### src/rtl/if_pkg.sv
// Shared definitions for the instruction-fetch stage: FSM encoding, NOP word,
// reset vector and next-PC select codes.
package if_pkg;

  typedef enum logic [1:0] {
    S_IDLE  = 2'd0,
    S_FETCH = 2'd1,
    S_DROP  = 2'd2,
    S_HOLD  = 2'd3
  } if_state_t;

  localparam logic [31:0] NOP       = 32'h0000_0000;
  localparam logic [31:0] RESET_VEC = 32'h0000_0000;

  localparam logic [1:0] PCSRC_BR  = 2'b10;
  localparam logic [1:0] PCSRC_JMP = 2'b11;

endpackage

### src/rtl/if_id_reg.sv
// IF/ID pipeline register: flush beats hold, hold beats load; a load with no
// word available inserts a bubble.
module if_id_reg
  import if_pkg::*;
(
  input  logic        clk,
  input  logic        rst,
  input  logic        flush,
  input  logic        hold,
  input  logic        load_valid,
  input  logic [31:0] load_inst,
  input  logic [31:0] load_pc4,
  output logic [31:0] inst,
  output logic [31:0] pc4,
  output logic        valid
);

  logic [31:0] inst_reg;
  logic [31:0] pc4_reg;
  logic        valid_reg;

  always_ff @(posedge clk or posedge rst) begin
    if (rst) begin
      inst_reg  <= NOP;
      pc4_reg   <= RESET_VEC;
      valid_reg <= 1'b0;
    end else if (flush) begin
      inst_reg  <= NOP;
      pc4_reg   <= RESET_VEC;
      valid_reg <= 1'b0;
    end else if (!hold) begin
      if (load_valid) begin
        inst_reg  <= load_inst;
        pc4_reg   <= load_pc4;
        valid_reg <= 1'b1;
      end else begin
        inst_reg  <= NOP;
        pc4_reg   <= RESET_VEC;
        valid_reg <= 1'b0;
      end
    end
  end

  assign inst  = inst_reg;
  assign pc4   = pc4_reg;
  assign valid = valid_reg;

endmodule

### src/rtl/if_stage.sv
// Instruction-fetch stage with request/ready memory port and IF/ID register.
// Optional performance counters Nfetch/Nbubble when IF_PERF_CNT_EN is defined.
module if_stage
  import if_pkg::*;
(
  input  logic        Clk,
  input  logic        Rst,
  input  logic        STALL,
  input  logic        Condep,
  input  logic [1:0]  Pcsrc,
  input  logic [31:0] Bpc,
  input  logic [31:0] Jpc,
  output logic        Ireq,
  output logic [31:0] Iaddr,
  input  logic        Irdy,
  input  logic [31:0] Idata,
  output logic [31:0] Dinst,
  output logic [31:0] Dpc4,
  output logic        Dvalid,
  output logic [31:0] Pc
`ifdef IF_PERF_CNT_EN
  ,
  output logic [31:0] Nfetch,
  output logic [31:0] Nbubble
`endif
);

  if_state_t   state_reg, state_next;
  logic [31:0] pc_reg, pc_next;
  logic [31:0] stale_reg;
  logic [31:0] buf_inst_reg, buf_pc4_reg;

  logic        xfer, redirect, fetch_done, take, load_valid;
  logic [31:0] target, pc_plus4, load_inst, load_pc4;

  assign xfer       = Ireq & Irdy;
  assign redirect   = STALL & ((Pcsrc == PCSRC_BR) | (Pcsrc == PCSRC_JMP));
  assign target     = (Pcsrc == PCSRC_JMP) ? Jpc : Bpc;
  assign pc_plus4   = pc_reg + 32'd4;
  assign fetch_done = (state_reg == S_FETCH) & xfer;
  // A completed word is kept only when neither a redirect nor a flush kills it.
  assign take       = fetch_done & ~redirect & Condep;
  assign load_valid = (fetch_done & ~redirect) | (state_reg == S_HOLD);
  assign load_inst  = (state_reg == S_HOLD) ? buf_inst_reg : Idata;
  assign load_pc4   = (state_reg == S_HOLD) ? buf_pc4_reg  : pc_plus4;

  always_ff @(posedge Clk or posedge Rst) begin
    if (Rst) state_reg <= S_IDLE;
    else     state_reg <= state_next;
  end

  always_comb begin
    state_next = state_reg;
    unique case (state_reg)
      S_IDLE:  state_next = S_FETCH;
      S_FETCH: begin
        if (redirect && !xfer)  state_next = S_DROP;
        else if (take && !STALL) state_next = S_HOLD;
      end
      S_DROP:  if (xfer) state_next = S_FETCH;
      S_HOLD:  if (!Condep || STALL) state_next = S_FETCH;
      default: state_next = S_IDLE;
    endcase
  end

  always_comb begin
    Ireq  = (state_reg == S_FETCH) || (state_reg == S_DROP);
    Iaddr = (state_reg == S_DROP) ? stale_reg : pc_reg;
  end

  always_comb begin
    pc_next = pc_reg;
    if (redirect)  pc_next = target;
    else if (take) pc_next = pc_plus4;
  end

  always_ff @(posedge Clk or posedge Rst) begin
    if (Rst) begin
      pc_reg       <= RESET_VEC;
      stale_reg    <= RESET_VEC;
      buf_inst_reg <= NOP;
      buf_pc4_reg  <= RESET_VEC;
    end else begin
      pc_reg <= pc_next;
      // The in-flight request must finish at its original address after a redirect.
      if ((state_reg == S_FETCH) && redirect && !xfer)
        stale_reg <= pc_reg;
      if (take && !STALL) begin
        buf_inst_reg <= Idata;
        buf_pc4_reg  <= pc_plus4;
      end else if ((state_reg == S_HOLD) && !Condep) begin
        buf_inst_reg <= NOP;
        buf_pc4_reg  <= RESET_VEC;
      end
    end
  end

  if_id_reg u_if_id (
    .clk        (Clk),
    .rst        (Rst),
    .flush      (~Condep),
    .hold       (~STALL),
    .load_valid (load_valid),
    .load_inst  (load_inst),
    .load_pc4   (load_pc4),
    .inst       (Dinst),
    .pc4        (Dpc4),
    .valid      (Dvalid)
  );

  assign Pc = pc_reg;

`ifdef IF_PERF_CNT_EN
  logic [31:0] nfetch_reg, nbubble_reg;

  always_ff @(posedge Clk or posedge Rst) begin
    if (Rst) begin
      nfetch_reg  <= 32'd0;
      nbubble_reg <= 32'd0;
    end else begin
      if (take) nfetch_reg <= nfetch_reg + 32'd1;
      if (!Condep || (STALL && !load_valid)) nbubble_reg <= nbubble_reg + 32'd1;
    end
  end

  assign Nfetch  = nfetch_reg;
  assign Nbubble = nbubble_reg;
`endif

endmodule

### config.mk
export PLATFORM = sky130hd
export DESIGN_NAME = if_stage
export DESIGN_NICKNAME = d
export VERILOG_FILES = /design/src/rtl/if_pkg.sv /design/src/rtl/if_id_reg.sv /design/src/rtl/if_stage.sv
export SDC_FILE = /design/constraint.sdc
export NUM_CORES = 1
export LEC_CHECK = 0
export ABC_AREA = 1
export CORE_ASPECT_RATIO = 1.75
export CORE_MARGIN = 2
export CORE_UTILIZATION = 40
export DETAILED_ROUTE_END_ITERATION = 10
export GPL_ROUTABILITY_DRIVEN = 0
export PLACE_DENSITY = 0.63
export SYNTH_ARGS = -nofsm -noshare
export SYNTH_HDL_FRONTEND = slang
export SYNTH_HIERARCHICAL = 1
export SYNTH_SLANG_ARGS = --single-unit
### constraint.sdc
create_clock -name Clk -period 4.8 [get_ports Clk]
set_input_delay 0.96 -clock Clk [delete_from_list [all_inputs] [get_ports Clk]]
set_output_delay 0.96 -clock Clk [all_outputs]
set_load 0.005 [all_outputs]
### Word-level counts from Yosys, hierarchy flattened

Cells that the tools add are included.

* register bits: 195
* output and inout port bits: 130
* word-level logic and storage cells: 63

* bitwise logic cells: 8
* equality and inequality tests: 9
* reductions and logical operators: 14
* $add $sub $neg: 1
* mux-type cells: 23

Operators with widths (count)
* $mux 32: 15
* $add 32x3->32 const B: 1
* $eq 2x2->1 const B: 4
* $mux 2: 4
* $pmux 2 s4: 1
* $and 1x1->1: 5
* $logic_and 1x1->1: 5
* $ne 2x2->1 const B: 2
* $reduce_bool 2->1: 2
* $logic_not 1->1: 3
* $mux 1: 3
* $ne 3x3->1 const B: 1
* $reduce_and 3->1: 1
* $eq 2x1->1 const B: 1
* $logic_not 2->1: 1
* $logic_or 1x1->1: 2
* $ne 2x1->1 const B: 1
* $or 1x1->1: 2
* $not 1->1: 1

### Logic depth before layout (Yosys ltp)

Gate-level depths: netlist of run 1.

* depth after elaboration: 10
* gate-level depth with buffers: 14

### Cells and area by module

The synthesis of run 1 kept the hierarchy.

Modules (own cells, without submodules)
* if_stage: cells an instance 1065, area each 7378.3 µm², seq. area each 3253.1 µm², times used 1
* if_id_reg: cells an instance 420, area each 3090.5 µm², seq. area each 1626.6 µm², times used 1

### Worst setup path before layout of run 1

OpenSTA, ideal clock, no wires.

* kind: register -> output
* from: reg state_reg[0]
* to: out Iaddr[28]
* arrival time: 1.275 ns
* slack: 2.565 ns
* path buffers: 2
* cell stages (with the launch flop): 7
* data required time: 3.840 ns
* path through: dfrtp_1 inv_1 ha_1 clkbuf_1 clkbuf_1 nand2_1 o21ai_0

* word-level cells in the longest chain between the ends: 2

RTL lines
* start: declaration: line if_stage.sv:28 `if_state_t state_reg, state_next;`
* start signal: assignment: line if_stage.sv:49 `else state_reg <= state_next;`
* $eq 2x2->1: line if_stage.sv:68 `Iaddr = (state_reg == S_DROP) ? stale_reg : pc_reg;`
* $mux 32: line if_stage.sv:68
* end: declaration: line if_stage.sv:14 `output logic [31:0] Iaddr,`

No other way between the ends.

### Worst setup path in the final report of run 1

* from: reg state_reg[0]
* to: out Iaddr[4]

Same word-level chain as after synthesis.

==> metrics, run 1 <==
status=finished, final reports clean; pin count of the biggest net entering global routing=109; drt via density=4.94; WL final=31.5 mm; std cell rows=78; Final Hold Vio Count=0; fin crit period=3.68 ns; RR Endpoint=buf_inst_reg[24]; Register Area=4880 um^2; share of post-route cells with drive strength above 1=4.65%; Final ANT Viol Nets=0; CP max stage cell=ha_2; fill count=2583; CP Cell Sequence=inv_1 -> ha_2 -> o21ai_0 -> clkdlybuf4s50_1; part of the cycle the worst path needs=76.6%; final worst clock skew=0.00955 ns; R2R setup slack=1.98 ns; clk sink count=195; vias in the first global route=9535; DR vias=9870; final setup fails=0; Worst-Skew Late Latency=0.46 ns; normalized max-slew margin=23.1%; Total Neg Setup Slack=0 ns; FF-to-FF path depth=11; Worst-Margin Slew=1.15 ns; area of the multi-input gates=4770 um^2; critical path class=reg -> out; WP data arrival=2.72 ns; setup ws final=1.12 ns; Antenna diodes=0; DP Worst Slack=1.10 ns; die area=27500 um^2; top cell type by total area after synthesis=dfrtp_1; Starting Density=40.5%; Post-Syn Area=10500 um^2; Warnings, synthesis=6; # hold bufs at CTS=0; Pre-antenna DRT Iters=5; buffer depth of the longest clock path=2; initial antenna violation count=0; Mapped Avg Cell Area=7.05 um^2; Slew Limit Fails=0; Max-Cap Viols=0; Hold Path Origin=u_if_id/valid; CP Launch Type=register; Yosys top cell area share=46.6%; cells after synthesis=1485; post-cts resize count=0; CTS clk-pin slew, worst paths=0.07 ns; GR Util All Layers=23.3%; CP peak stage delay=0.88 ns; CP required=3.84 ns; Static Leak=6.42 nW; synth top area cells=dfrtp_1 47%, nand2_1 24%, o21ai_0 8.4%, nor2_1 5.8%, inv_1 3.1%; CTS tree=yes; Synth Net Count=1592; total power=6.60 mW; Area Growth Syn to Fin=28.0%; Hold Crit Class=reg -> reg; Root Buffer=clkbuf_16; Achievable Freq=0.272 GHz; PortBufs=232; H-tree depth=4; die width=126 um; Layout Nets=1772; RR Startpoint=state_reg[1]; gr ovfl total=0; Post-DP Area=12800 um^2; fin area=13400 um^2; Num CTS Buffers=17; Vert. Die Dim=218 um; critical path capture point type=output pin; Worst Path Buf+Inv=2; Netlist cell types=28; drt drc=0; RSZ-0062 raised after global routing=false; Min-Delay Endpoint=u_if_id/valid; worst vdd ir=290 uV; Synth Register Bits=195; IO Pins=233; core area=25900 um^2; delay-heaviest family, CP=adder cells; dpl hpwl=22.3 mm; worst-path maximum fanout=65; sequential cell area fraction in the yosys report=46.6%; hold path depth=2; pwr/cell area=492 nW/um^2; Initial DRC Count=583; Core Util, Final=51.8%; postcts setup bufs=0; first-pass GRT wire length=50.7 mm; routed len/inst=15.8 um
-- cells in the mapped netlist --
library cell  instances
clkinv_1              1
nor2_1              161
xor2_2                5
ha_1                  4
buf_2                17
nand3b_1              1
o21ai_1               8
clkbuf_1             32
buf_6                18
nand3_4               1
dfrtp_1             195
buf_4                10
inv_1                86
nand3_1              24
nand2_1             664
a21oi_1              27
clkbuf_2              1
nor3_1               11
o31ai_1               1
o22ai_1               4
buf_1                 3
inv_2                 8
o221ai_1              3
nor2_2                6
xor2_1                8
nor2_4                4
nand2_2               6
o21ai_0             176
-- worst register-to-register path: cells and delay by family, from the launching register on --
kind / cells / cell delay (ns)
AND/OR/NAND/NOR: 5 / 0.65
AO/OA/AOI/OAI: 1 / 0.14
buffers and inverters: 4 / 1.26
flip-flops: 1 / 0.43
adder cells (fa/ha/maj): 1 / 0.24
-- per-layer routing --
metal  wire, um  part of all wire, %  up-vias  GRT usage (%)
met5          0                    0        -              0
li1           -                    -     4940              -
met1      12300                   39     4563           26.5
met2      16300                   52      299           41.6
met4       1340                  4.3        0           11.0
met3       1510                  4.8       68           4.56
-- cells by family (layout without fill, tap and decap cells) --
| group | count (synthesis) | count (layout) | share of synthesized area [%] |
|---|---|---|---|
| and+or+nand+nor | 878 | 878 | 32.6 |
| AOI/OAI and AO/OA | 219 | 219 | 10.6 |
| DFF | 195 | 195 | 46.6 |
| buffers and inverters | 176 | 369 | 8.17 |
| xor gates and xnor gates | 13 | 13 | 1.45 |
| adders and majority gates | 4 | 4 | 0.478 |
-- area by class of cell --
| cell class | count | share of cell area (%) |
|---|---|---|
| Sequential cell | 195 | 36.4 |
| Multi-Input combinational cell | 1114 | 35.6 |
| Timing Repair Buffer | 242 | 17.9 |
| Clock buffer | 19 | 3.23 |
| Tap cell | 320 | 2.99 |
| Inverter | 95 | 2.70 |
| Clock inverter | 13 | 1.18 |
-- through the flow --
step | hold slack (ns) | cells
3_3_place_gp | 0.461 | 1966
5_1_grt | 0.505 | 1998
3_5_place_dp | 0.464 | 1966
6_report | 0.474 | 1998
4_1_cts | 0.480 | 1998
2_1_floorplan | 0.449 | 1485
-- how the worst max path moves through the flow --
| stage | from | end | depth (start not counted) |
|---|---|---|---|
| floorplan | Rst | Pc[0] | 1 |
| global placement | STALL | u_if_id/inst[31] | 9 |
| detailed placement | STALL | u_if_id/pc4[3] | 9 |
| CTS | state_reg[0] | Iaddr[4] | 4 |
| global route | state_reg[0] | Iaddr[18] | 5 |
| finish | state_reg[0] | Iaddr[4] | 4 |
-- report_power, final --
group	switching [mW]	leakage, nW	total [mW]	internal [mW]
logic	1.41	3.55	2.55	1.14
registers	0.424	2.57	2.58	2.15
clock network	0.646	0.292	1.47	0.820
-- cell usage in the layout (no fill, tap or decap), drive strengths merged --
cell type and instances:
a21oi 27, buf 10, bufinv 3, clkbuf 19, clkdlybuf4s50 232, clkinv 7
clkinvlp 1, dfrtp 195, ha 4, inv 97, nand2 670, nand3 25
nand3b 1, nor2 171, nor3 11, o21ai 184, o221ai 3, o22ai 4
o31ai 1, xor2 13
(Power assumes the default switching activity.)
==> run 2, diff against run 1 <==
clock period = 3.8 ns   (was 4.8 ns; I/O delays follow)
==> run 2 against run 1 <==
Sequential share of layout area fell by 0.22 points. Via count fell by 1.7%. Sequential power rose by 26%. Clock skew fell by 0.0027 ns. Combinational power rose by 27%. Clock power rose by 26%. Count of clock-buffer cells in the layout rose by 4. Critical path depth rose by 2. Design area rose by 0.62%. Die area did not move. Largest cell class unchanged.
==> metrics, run 2 (synthesis gave the netlist of run 1 again) <==
Max-Cap Viols=0; WP data arrival=2.64 ns; clk sink count=195; worst-path maximum fanout=31; total power=8.33 mW; WL final=30.9 mm; Starting Density=40.5%; std cell rows=78; die area=27500 um^2; vias in the first global route=9485; CTS tree=yes; final worst clock skew=0.00687 ns; first-pass GRT wire length=49.7 mm; Area Growth Syn to Fin=28.8%; met2 WL=16.4 mm; core area=25900 um^2; post-cts resize count=0; status=finished, final reports clean; DR vias=9706; Root Buffer=clkbuf_16; CTS clk-pin slew, worst paths=0.07 ns; GR Util All Layers=22.7%; final setup fails=0; PortBufs=232; buffer depth of the longest clock path=2; die width=126 um; Max Used Layer=met4; met1 WL=12.3 mm; Initial DRC Count=560; Total Neg Setup Slack=0 ns; postcts setup bufs=0; share of post-route cells with drive strength above 1=5.05%; Static Leak=6.46 nW; Pre-antenna DRT Iters=5; CP Launch Type=register; CP required=3.04 ns; routed wl met3=1.28 mm; commonest non-fill, non-tap cell in the layout=nand2_1; Layout Nets=1779; critical path class=reg -> out; Final ANT Viol Nets=0; pin count of the biggest net entering global routing=131; dpl hpwl=22.6 mm; H-tree depth=4; drt via density=4.84; drt drc=0; RSZ-0062 raised after global routing=false; Worst-Margin Slew=1.08 ns; fill count=2553; initial antenna violation count=0; Worst-Skew Late Latency=0.45 ns; Antenna diodes=0; IO Pins=233; worst vdd ir=509 uV; Hold Crit Class=reg -> reg; Slew Limit Fails=0; Vert. Die Dim=218 um; pwr/cell area=618 nW/um^2; normalized max-slew margin=28.1%; fin crit period=3.40 ns; critical path capture point type=output pin; part of the cycle the worst path needs=89.6%; routed len/inst=15.4 um; Achievable Freq=0.294 GHz; Num CTS Buffers=17; most frequent cells in the layout=663 x nand2_1, 232 x clkdlybuf4s50_1, 195 x dfrtp_1, 175 x o21ai_0, 161 x nor2_1; gr ovfl total=0; Final Hold Vio Count=0; # hold bufs at CTS=0
## run 2: metal layers
metal | vias to the layer above | GRT usage, %
li1 | 4971 | -
met1 | 4435 | 26.1
met2 | 254 | 41.3
met3 | 46 | 3.95
met4 | 0 | 9.19
met5 | - | 0
## run 2: layout make-up
type	count	area (um^2)	share of cell area (%)
flip-flops and latches	195	4880	36.2
multi-input cells	1114	4770	35.4
repair buffers	249	2470	18.4
clock buffers	23	498	3.69
well taps	320	400	2.97
inverters	95	360	2.67
clock inverters	8	98.8	0.733
## run 2: worst paths after layout
check	startpoint	endpoint	slack, ns	cells after the start
max	state_reg[0]	Iaddr[8]	0.40	6
min	u_if_id/pc4[16]	u_if_id/pc4[16]	0.48	2
max reg2reg	state_reg[1]	buf_inst_reg[25]	1.15	11
min reg2reg	u_if_id/pc4[16]	u_if_id/pc4[16]	0.48	2
max in group asynchronous	Rst	u_if_id/inst[17]	2.17	3
min in group asynchronous	Rst	u_if_id/pc4[18]	0.81	2
## run 2: critical path, stage by stage (launching register included)
cell and delay (ns):
dfrtp_1 0.43, inv_1 0.11, ha_2 0.52, buf_4 0.34, nand2_1 0.07, o21ai_0 0.15
clkdlybuf4s50_1 0.58
## run 2: per-stage QoR
stage / cell area (um^2) / utilization (%) / hold WS (ns) / instances / worst slack, ns
5_1_grt: 13500 / 52.1 / 0.502 / 2004 / 0.229
3_5_place_dp: 12900 / 49.8 / 0.464 / 1973 / 0.492
4_1_cts: 13500 / 52.1 / 0.482 / 2004 / 0.383
6_report: 13500 / 52.1 / 0.478 / 2004 / 0.396
2_1_floorplan: 10500 / - / 0.449 / 1485 / 1.41
3_3_place_gp: 12900 / 49.8 / 0.462 / 1973 / 0.596
## run 2: where the power goes
part	internal [mW]	switching, mW
clock	1.05	0.799
sequential	2.72	0.532
combinational	1.46	1.77
==> run 3, diff against run 2 <==
MAX_ROUTING_LAYER = met4   (was unset)
==> run 3 against run 2 <==
Clock skew is 0.0018 ns higher. Via count is 0.18% higher. Wire length is 0.11% higher. Sequential power hardly changed. Largest cell class unchanged. Largest power group unchanged.
==> metrics, run 3 (synthesis gave the netlist of run 1 again) <==
Final ANT Viol Nets=0; Worst-Skew Late Latency=0.45 ns; PortBufs=232; hold path depth=2; part of the cycle the worst path needs=89.1%; Most Crowded Layer GR=met2; Static Leak=6.46 nW; IO Pins=233; CP Cell Sequence=inv_1 -> ha_2 -> buf_4 -> nand2_1 -> o21ai_0 -> clkdlybuf4s50_1; clk sink count=195; CP max stage cell=clkdlybuf4s50_1; Achievable Freq=0.295 GHz; Area Growth Syn to Fin=28.8%; RR Startpoint=state_reg[1]; met1 Usage GRT=26.6%; WL final=31.0 mm; Hold Path Origin=u_if_id/inst[5]; std cell rows=78; CTS tree=yes; dpl hpwl=22.6 mm; DR vias=9723; Worst Path Buf+Inv=3; Pre-antenna DRT Iters=7; final worst clock skew=0.00868 ns; commonest non-fill, non-tap cell in the layout=nand2_1; CP peak stage delay=0.58 ns; R2R setup slack=1.16 ns; gr ovfl total=0; CP Launch Type=register; post-cts resize count=0; WP data arrival=2.62 ns; die area=27500 um^2; drt via density=4.85; Hold Crit Class=reg -> reg; Final Hold Vio Count=0; Worst-Margin Slew=1.08 ns; CTS clk-pin slew, worst paths=0.07 ns; fin crit period=3.38 ns; Max-Cap Viols=0; buffer depth of the longest clock path=2; final setup fails=0; critical path class=reg -> out; Total Neg Setup Slack=0 ns; delay-heaviest family, CP=buffers and inverters; Num CTS Buffers=17; H-tree depth=4; Min-Delay Endpoint=u_if_id/inst[5]; drt drc=0; fin area=13500 um^2; Initial DRC Count=585; postcts setup bufs=0; RSZ-0062 raised after global routing=false; M2 GR Usage=41.1%; # hold bufs at CTS=0; initial antenna violation count=0; total power=8.34 mW; CP required=3.04 ns; die width=126 um; vias in the first global route=9481; RR Endpoint=buf_inst_reg[25]; worst-path maximum fanout=31; most frequent cells in the layout=663 x nand2_1, 232 x clkdlybuf4s50_1, 195 x dfrtp_1, 175 x o21ai_0, 161 x nor2_1; Slew Limit Fails=0; normalized max-slew margin=27.7%; core area=25900 um^2; Root Buffer=clkbuf_16; status=finished, final reports clean; FF-to-FF path depth=11; met3 usage=3.58%; Post-DP Area=12900 um^2; Final Non-Filler Cells=2004; Antenna diodes=0; first-pass GRT wire length=49.8 mm; pin count of the biggest net entering global routing=131; worst vdd ir=511 uV; placed instance count=1973; Layout Nets=1779; Vert. Die Dim=218 um; Core Util, Final=52.1%; GR Util All Layers=23.4%; pwr/cell area=619 nW/um^2; critical path capture point type=output pin; Starting Density=40.5%; share of post-route cells with drive strength above 1=5.05%; routed len/inst=15.4 um
==> run 3: final cells by class <==
cell class | count | area [um^2]
inverters | 95 | 360
repair buffers | 249 | 2470
flip-flops and latches | 195 | 4880
fillers | 2553 | 12400
clock inverters | 8 | 98.8
clock buffers | 23 | 498
multi-input cells | 1114 | 4770
well taps | 320 | 400
==> run 3: worst max-delay path by stage <==
stage                             from         endpoint  depth (start not counted)
after detailed placement         STALL  buf_inst_reg[1]                          9
after global routing      state_reg[0]         Iaddr[4]                          6
after floorplan                    Rst  u_if_id/inst[0]                          1
final                     state_reg[0]         Iaddr[8]                          6
after CTS                 state_reg[0]         Iaddr[8]                          6
after global placement           STALL  buf_pc4_reg[26]                          9
==> run 3: routing by layer <==
metal	vias to the layer above	part of all wire (%)
met2	279	53
met1	4432	40
li1	4966	-
met4	0	3.2
met5	-	0
met3	46	4.0
==> run 3: metrics by stage <==
step | setup slack [ns] | hold slack (ns)
after CTS | 0.383 | 0.482
after floorplan | 1.41 | 0.449
final | 0.415 | 0.476
after global routing | 0.228 | 0.502
after global placement | 0.596 | 0.462
after detailed placement | 0.492 | 0.464
==> run 3: tightest hold or removal path, cell delays in order (launching register included) <==
cell and delay [ns]:
dfrtp_1 0.34, nand2_1 0.05, nand2_1 0.05
==> run 3: power breakdown <==
part	internal, mW	switching (mW)	leakage (nW)
sequential	2.72	0.533	2.57
combinational	1.46	1.77	3.59
clock	1.05	0.806	0.291
total	5.23	3.11	6.46
